`src/rtl/writeback_unit.sv`:
```
// writeback_unit
//   Writeback and hazard stage in front of register_bank. It arbitrates ALU and
//   LSU results into a registered bank write port. It keeps a 32-entry busy
//   scoreboard of pending long-latency destinations and raises an issue stall
//   on hazards against them.
//
//   Optional feature: define WB_FORWARD_EN to bypass the in-flight write value
//   onto the operand read path. When it is undefined, a same-cycle RAW against
//   the write port stalls issue for one cycle instead.
//
// Ports
//   clk, rst_n                          clock, async active-low reset
//   iss_valid/iss_long/iss_rd/rs1/rs2   issuing instruction
//   iss_stall                           combinational issue hold
//   alu_valid/alu_rd/alu_val            ALU result (always accepted)
//   lsu_valid/lsu_ready/lsu_rd/lsu_val  LSU result handshake
//   reg_we/rd/rd_val                    registered bank write port
//   rs1/rs2_bank_val                    raw bank read data
//   rs1/rs2_val                         operands delivered to execute
module writeback_unit #(
    parameter int XLEN = 32
) (
    input  logic            clk,
    input  logic            rst_n,
    input  logic            iss_valid,
    input  logic            iss_long,
    input  logic [4:0]      iss_rd,
    input  logic [4:0]      iss_rs1,
    input  logic [4:0]      iss_rs2,
    output logic            iss_stall,
    input  logic            alu_valid,
    input  logic [4:0]      alu_rd,
    input  logic [XLEN-1:0] alu_val,
    input  logic            lsu_valid,
    output logic            lsu_ready,
    input  logic [4:0]      lsu_rd,
    input  logic [XLEN-1:0] lsu_val,
    output logic            reg_we,
    output logic [4:0]      rd,
    output logic [XLEN-1:0] rd_val,
    input  logic [XLEN-1:0] rs1_bank_val,
    input  logic [XLEN-1:0] rs2_bank_val,
    output logic [XLEN-1:0] rs1_val,
    output logic [XLEN-1:0] rs2_val
);

    logic            buf_full;
    logic [4:0]      buf_rd;
    logic [XLEN-1:0] buf_val;
    logic [31:0]     busy;

    logic            lsu_acc;
    logic            sel_valid;
    logic            sel_lsu;
    logic [4:0]      sel_rd;
    logic [XLEN-1:0] sel_val;
    logic            buf_load;
    logic            buf_drain;
    logic            busy_set;
    logic [31:0]     busy_nxt;
    logic            hazard_busy;
    logic            hazard_wb;

    // Ready comes straight from the buffer flag register, so the cycle that
    // drains the buffer still reports not-ready.
    assign lsu_ready = !buf_full;
    assign lsu_acc   = lsu_valid & !buf_full;

    // Source select: ALU, then buffered LSU entry, then a direct LSU accept.
    always_comb begin
        sel_valid = 1'b0;
        sel_lsu   = 1'b0;
        sel_rd    = '0;
        sel_val   = '0;
        buf_load  = 1'b0;
        buf_drain = 1'b0;
        if (alu_valid) begin
            sel_valid = 1'b1;
            sel_rd    = alu_rd;
            sel_val   = alu_val;
            buf_load  = lsu_acc;
        end else if (buf_full) begin
            sel_valid = 1'b1;
            sel_lsu   = 1'b1;
            sel_rd    = buf_rd;
            sel_val   = buf_val;
            buf_drain = 1'b1;
        end else if (lsu_acc) begin
            sel_valid = 1'b1;
            sel_lsu   = 1'b1;
            sel_rd    = lsu_rd;
            sel_val   = lsu_val;
        end
    end

    assign hazard_busy = busy[iss_rs1] | busy[iss_rs2] | busy[iss_rd];

`ifdef WB_FORWARD_EN
    assign hazard_wb = 1'b0;
    assign rs1_val = (reg_we && rd == iss_rs1 && iss_rs1 != 5'd0) ? rd_val : rs1_bank_val;
    assign rs2_val = (reg_we && rd == iss_rs2 && iss_rs2 != 5'd0) ? rd_val : rs2_bank_val;
`else
    assign hazard_wb = reg_we & (rd != 5'd0) & ((rd == iss_rs1) | (rd == iss_rs2));
    assign rs1_val   = rs1_bank_val;
    assign rs2_val   = rs2_bank_val;
`endif

    assign iss_stall = iss_valid & (hazard_busy | hazard_wb);
    assign busy_set  = iss_valid & iss_long & !iss_stall & (iss_rd != 5'd0);

    // Clear is applied before set so a same-index set in the same cycle wins.
    always_comb begin
        busy_nxt = busy;
        if (sel_lsu) busy_nxt[sel_rd] = 1'b0;
        if (busy_set) busy_nxt[iss_rd] = 1'b1;
        busy_nxt[0] = 1'b0;
    end

    always_ff @(posedge clk or negedge rst_n) begin
        if (!rst_n) begin
            reg_we   <= 1'b0;
            rd       <= '0;
            rd_val   <= '0;
            buf_full <= 1'b0;
            buf_rd   <= '0;
            buf_val  <= '0;
            busy     <= '0;
        end else begin
            // x0 writes still load rd/rd_val but never enable the bank.
            reg_we <= sel_valid & (sel_rd != 5'd0);
            if (sel_valid) begin
                rd     <= sel_rd;
                rd_val <= sel_val;
            end
            if (buf_load) begin
                buf_full <= 1'b1;
                buf_rd   <= lsu_rd;
                buf_val  <= lsu_val;
            end else if (buf_drain) begin
                buf_full <= 1'b0;
            end
            busy <= busy_nxt;
        end
    end

endmodule

```
`config.mk`:
```
export PLATFORM = sky130hd
export DESIGN_NAME = writeback_unit
export DESIGN_NICKNAME = d
export VERILOG_FILES = /design/src/rtl/writeback_unit.sv
export SDC_FILE = /design/constraint.sdc
export NUM_CORES = 1
export LEC_CHECK = 0
export BUFFER_PORTS_ARGS = -buffer_cell sky130_fd_sc_hd__buf_2
export CAP_MARGIN = 5
export CORE_MARGIN = 3
export CORE_UTILIZATION = 38
export CTS_CLUSTER_SIZE = 40
export DETAILED_ROUTE_END_ITERATION = 8
export PLACE_DENSITY = 0.64
export SYNTH_ARGS = -nofsm -noshare
export SYNTH_HDL_FRONTEND = slang
export SYNTH_SLANG_ARGS = --single-unit
export TNS_END_PERCENT = 20
```
`constraint.sdc`:
```
create_clock -name clk -period 3.1 [get_ports clk]
set_input_delay 0.31 -clock clk [delete_from_list [all_inputs] [get_ports clk]]
set_output_delay 0.31 -clock clk [all_outputs]
set_load 0.02 [all_outputs]
```
==> impl_metrics.ini, run 1 <==
[run_status]
status = finished, final reports clean

[power]
comb_power_share_pct = 21.8
p_switching_uw = 1180
p_seq_share_pct = 46.8
leakagePower_uw = 0.00296
switching_share_pct = 31.0
vdd_drop_max_v = 0.000237
pwr-share-clk_pct = 31.5
internal-power_uw = 2620
power_density_nw_per_um2 = 552

[layout]
nNetsFinal = 794
area_delta_synth_final_pct = 10.2
drive_above_1_share_pct = 35.2
antennaDiodeCount = 0
utilization_pct = 43.1
nFillCells = 1559

[routing]
vias = 4989
totalWireLength_um = 16600
drtIter0Drc = 281
avgRoutedWirePerCell_um = 19.4
drt_drc_violations_left = 0
ant_nets = 0
viasPerCell = 5.83
firstDrtPassIters = 4

[worst_setup_path]
path_class = flop to output port
path_max_fanout = 4
cp-end-kind = output port
crit_required_ns = 2.79
crit_path_start_kind = flop
cp.arrival_ns = 2.21

[floorplan]
die_y_um = 134
ios = 263
dieArea_um2 = 18000
die-width_um = 134
row_count = 46
start_util_pct = 39.1
core_um2 = 16000

[timing]
setup_viol = 0
fin_tns_setup_ns = 0
worst_pin_slew_ns = 0.985
worst_clock_skew_ns = 0.00681
final_hold_viol_count = 0
max_freq_mhz = 397
period_share_pct = 81.2
slew_headroom_pct = 34.2
fin_crit_ns = 2.52
drv_slew = 0
rsz0062_at_grt = no

[synth]
synth_top_area_share_pct = 42.8
ys_seq_area_share_pct = 42.8
synth_xor_area_share_pct = 1.40
yosys_warnings = 0
synth-simple-area-share_pct = 7.65
synth_ff_type = dfrtp_1
synthTopCellsByArea = dfrtp_1 43%, buf_4 7.8%, a22oi_1 7.7%, mux2_2 7.2%, o21ai_0 5.6%
synth_compound_area_share_pct = 22.2
async_flop_share_pct = 100
synth_top_family_by_area = compound AO/OA/AOI/OAI gates
synth_area_leader_cell = dfrtp_1
synth-adder-area-share_pct = 0
synthMuxAreaShare_pct = 14.3
synth.net_count = 752
synth-edff-count = 0
ys_types = 55
syn_area_per_cell_um2 = 10.5
synthCells = 593
synth_seq_cells = 107
syn_area_um2 = 6250

[placed_design]
place_congestion = 0.942
dp_hpwl_um = 12000
port_buffers = 134

[global_routing]
grt_pass1_vias = 5063
met2_usage_pct = 28.9
grt_pass1_wl_um = 26900
top_usage_layer = met2
grt_usage_pct = 18.3
use_met3_pct = 4.73
grt-ovfl-total = 0
met1_usage_pct = 24.5
grt_max_degree = 65
antenna_found_initial = 2

[cts]
hold_buffers = 0
htree_levels = 3
clockBufferDepth = 2
clk_latency_ns = 0.35
post_cts_buffers = 0
clkTransAtPathRegs_ns = 0.08
cts-root-buf = clkbuf_16
cts_resized = 0
cts_buffers = 9
cts_tree = yes
cts.sinks = 107

[worst_hold_path]
hp-class = input port to async pin

[job]
maxCapViolations = 0
[per-stage QoR]
stage	instances	cell area (um^2)	hold slack [ns]	total power (uW)	worst slack, ns
after floorplan	593	6250	0.0144	2430	0.913
after global placement	840	6580	0.434	2600	0.617
after detailed placement	840	6580	0.447	2630	0.514
after CTS	856	6890	0.0660	3830	0.631
after global routing	856	6890	0.102	4000	0.466
final	856	6890	0.0470	3800	0.582
[worst paths after layout]
check / from / endpoint / slack, ns / cells after the start
min reg2reg: rd_val[19] / rd_val[19] / 0.51 / 2
max in group asynchronous: rst_n / buf_val[5] / 2.33 / 2
max: busy[2] / iss_stall / 0.58 / 7
max reg2reg: busy[24] / busy[4] / 0.76 / 7
min: rst_n / buf_val[21] / 0.05 / 1
min in group clk: lsu_val[16] / buf_val[16] / 0.20 / 2
[power groups by stage]
stage / Sequential (uW) / Combinational, uW / Clock (uW)
floorplan: 1810 / 624 / 0
global placement: 1790 / 806 / 0
detailed placement: 1800 / 831 / 0
CTS: 1770 / 832 / 1230
global route: 1810 / 911 / 1280
finish: 1780 / 828 / 1200
[cell families (layout without fill, tap and decap cells)]
family | after synthesis | in the layout
AO/OA/AOI/OAI | 198 | 198
AND/OR/NAND/NOR | 86 | 86
flip-flops | 107 | 107
multiplexers | 74 | 74
XOR/XNOR | 10 | 10
buffers and inverters | 118 | 165
[registers in the layout, indices dropped and copies added (netlist names)]
register  cells
buf_full      1
buf_rd        5
buf_val      32
busy         31
rd            5
rd_val       32
reg_we        1
[per-layer routing]
layer	wire length, um	vias to the layer above
met1	7030	2459
met4	332	4
li1	-	2243
met5	23	-
met3	1350	47
met2	7870	236
[cells in the final DEF, fill, tap and decap left out, types with 4 or more instances in the layout]
| cell type | n |
|---|---|
| nor3_1 | 4 |
| nor2b_1 | 12 |
| dfrtp_1 | 107 |
| nor2_1 | 9 |
| nand3b_1 | 6 |
| inv_1 | 8 |
| or3_1 | 4 |
| buf_2 | 133 |
| xnor2_1 | 10 |
| nand3_1 | 7 |
| o22ai_1 | 4 |
| o31ai_2 | 9 |
| mux4_2 | 8 |
| nand2_1 | 21 |
| mux2_2 | 40 |
| buf_4 | 7 |
| nand2b_1 | 5 |
| a21oi_1 | 4 |
| o21ai_0 | 70 |
| clkbuf_16 | 9 |
| o31ai_1 | 16 |
| mux2i_1 | 24 |
| a31oi_1 | 5 |
| a22oi_1 | 64 |
[synthesized netlist by cell type (all sizes together) (4+ instances only)]
library cell  number
dfrtp            107
buf               81
o21ai             70
a22oi             64
mux2              42
clkbuf            29
o31ai             25
mux2i             24
nand2             21
nor2b             13
xnor2             10
nor2               9
inv                8
mux4               8
nand3              8
nand3b             6
a31oi              5
nand2b             5
nor3               5
a21oi              4
o22ai              4
or3                4
[critical path, stage by stage (launching register included)]
cell and delay [ns]:
dfrtp_1 0.46, mux2_2 0.29, nand3_1 0.08, o221ai_1 0.11, o31ai_1 0.48, and2_1 0.19
a31oi_1 0.07, buf_2 0.17
[area by class of cell]
type,count,area (um^2),area share [%]
well taps,216,270,3.92
inverters,8,30.0,0.436
flip-flops and latches,107,2680,38.9
clock inverters,7,88.8,1.29
repair buffers,141,738,10.7
clock buffers,9,225,3.27
multi-input cells,368,2860,41.5
Power figures use the tool's default switching activity.
==> inputs of run 2 (changes only) <==
PLACE_DENSITY = 0.66   (was 0.64)
clock period = 2.2 ns   (was 3.1 ns; I/O delays follow)
==> run 2 against run 1 <==
  * The run now ends with negative setup slack left
  * Flip-flop and latch count stayed put
  * Clock power is 35% higher
  * Final area is 9.8% higher
  * Worst setup slack worse by 0.76 ns
  * Sequential power is 40% higher
  * Largest cell class unchanged
  * Largest power group unchanged
==> impl_metrics.ini, run 2 (synthesis gave the netlist of run 1 again) <==
[floorplan]
row_count = 46
start_util_pct = 39.1
ios = 263
core_um2 = 16000
dieArea_um2 = 18000
die_y_um = 134
die-width_um = 134

[routing]
totalWireLength_um = 17900
drt_drc_violations_left = 0
avgRoutedWirePerCell_um = 19.6
ant_nets = 0
drtIter0Drc = 286
vias = 5169
firstDrtPassIters = 4
viasPerCell = 5.68

[timing]
fin_tns_setup_ns = -2.17
fin_crit_ns = 2.38
max_freq_mhz = 420
period_share_pct = 108
rsz0062_at_grt = yes
setup_viol = 31
final_hold_viol_count = 0
worst_pin_slew_ns = 0.723
slew_headroom_pct = 51.8
drv_slew = 0
worst_clock_skew_ns = 0.00801
setup_ws_ns = -0.179

[global_routing]
grt_usage_pct = 19.3
antenna_found_initial = 1
grt-ovfl-total = 0
grt_pass1_vias = 5295
grt_pass1_wl_um = 27900
grt_max_degree = 65

[layout]
multi_input_area_um2 = 3060
nNetsFinal = 847
nFillCells = 1515
design_area_um2 = 7570
final_cell_mix = 133 x buf_2, 106 x dfrtp_1, 66 x o21ai_0
drive_above_1_share_pct = 43.7
layout_commonest_cell = buf_2
ff_latch_area_um2 = 2680
reg.largest.list = buf_val: 32 flops, rd_val: 32 flops, busy: 31 flops
area_delta_synth_final_pct = 21.1

[placed_design]
dp_hpwl_um = 13400
place_congestion = 0.944
port_buffers = 134
place_area_um2 = 6950
place_ws_ns = -0.123

[worst_setup_path]
slowest_stage = mux4_2
cp-startpoint = busy[7]
crit_family = multiplexers
max_stage_delay_ns = 0.50
worstPathCellList = mux4_2 -> nor2b_2 -> nor4_2 -> a311oi_2 -> buf_4 -> a31oi_1 -> buf_2
cp-end-kind = output port
reg2reg_from = busy[7]
critPathBufInv = 2
crit_path_start_kind = flop
crit_required_ns = 1.98
rrSetupSlack_ns = -0.11
path_max_fanout = 4
cp.arrival_ns = 2.16
path_class = flop to output port

[run_status]
violations = negative setup slack
status = complete, but fails checks

[cts]
cts_buffers = 9
cts.sinks = 107
clk_latency_ns = 0.35
cts-root-buf = clkbuf_16
cts_tree = yes
clockBufferDepth = 2
clkTransAtPathRegs_ns = 0.08
htree_levels = 3

[power]
leakagePower_uw = 0.00329
comb_power_share_pct = 25.4
power_density_nw_per_um2 = 730
p_switching_uw = 1780
vdd_drop_max_v = 0.000396
total_power_uw = 5530
switching_share_pct = 32.2
p_seq_share_pct = 45.2
pwr-share-clk_pct = 29.4
internal-power_uw = 3750

[job]
maxCapViolations = 0

[worst_hold_path]
hp-class = input port to flop
hold_start = alu_val[15]
-- run 2: cell count changes in the layout (fill, tap and decap cells not counted), sizes merged --
| cell | delta |
|---|---|
| dlygate4sd3 | +1 |
| clkbuf | +2 |
| bufinv | -1 |
| diode | +1 |
| clkinvlp | -3 |
| inv | +1 |
| buf | +50 |
| clkinv | +3 |
-- run 2: area by class of cell --
type | instances | area share [%]
Inverter | 8 | 0.397
Timing Repair Buffer | 194 | 16.1
Tap cell | 216 | 3.57
Sequential cell | 107 | 35.4
Clock buffer | 9 | 2.98
Antenna cell | 1 | 0.0331
Multi-Input combinational cell | 368 | 40.4
Clock inverter | 7 | 1.07
-- run 2: worst paths after layout --
| path | to | cells after the start |
|---|---|---|
| max in group asynchronous | rd_val[27] | 3 |
| min in group asynchronous | buf_val[20] | 2 |
| setup / recovery | iss_stall | 7 |
| setup reg to reg | busy[17] | 8 |
| hold reg to reg | rd_val[16] | 2 |
| hold / removal | rd_val[15] | 3 |
-- run 2: tightest hold or removal path, cell delays in order --
cell and delay (ns):
buf_2 0.08, a22oi_1 0.06, o21ai_0 0.07
-- run 2: per-layer routing --
metal	up-vias	share of wire [%]	GRT usage, %
li1	2357	-	-
met1	2538	41	25.1
met2	204	47	29.7
met3	68	7.5	4.84
met4	2	4.2	10.1
met5	-	0.073	0
-- run 2: power by group through the flow --
stage          clock network, uW  registers (uW)  logic (uW)
2_1_floorplan                  0            2550         879
3_3_place_gp                   0            2510        1250
3_5_place_dp                   0            2530        1290
4_1_cts                     1650            2490        1300
5_1_grt                     1730            2540        1540
6_report                    1620            2500        1400
-- run 2: timing repair --
action | 4_1_cts | 5_1_grt
resized for setup | 4 | 39
endpoints found under the hold margin | 28 | 0
buffers inserted | 2 | 3
hold buffers | 1 | 0
pin swaps | 2 | 6
endpoints found under the setup margin | 8 | 51
gates cloned | 0 | 2
-- run 2: stage by stage --
| stage | utilization, % | hold slack (ns) | instances |
|---|---|---|---|
| finish | 47.3 | 0.104 | 910 |
| global route | 47.3 | 0.0954 | 909 |
| CTS | 45.6 | 0.0967 | 904 |
| detailed placement | 43.4 | 0.179 | 885 |
| global placement | 43.4 | 0.170 | 885 |
| floorplan | - | -0.0756 | 593 |
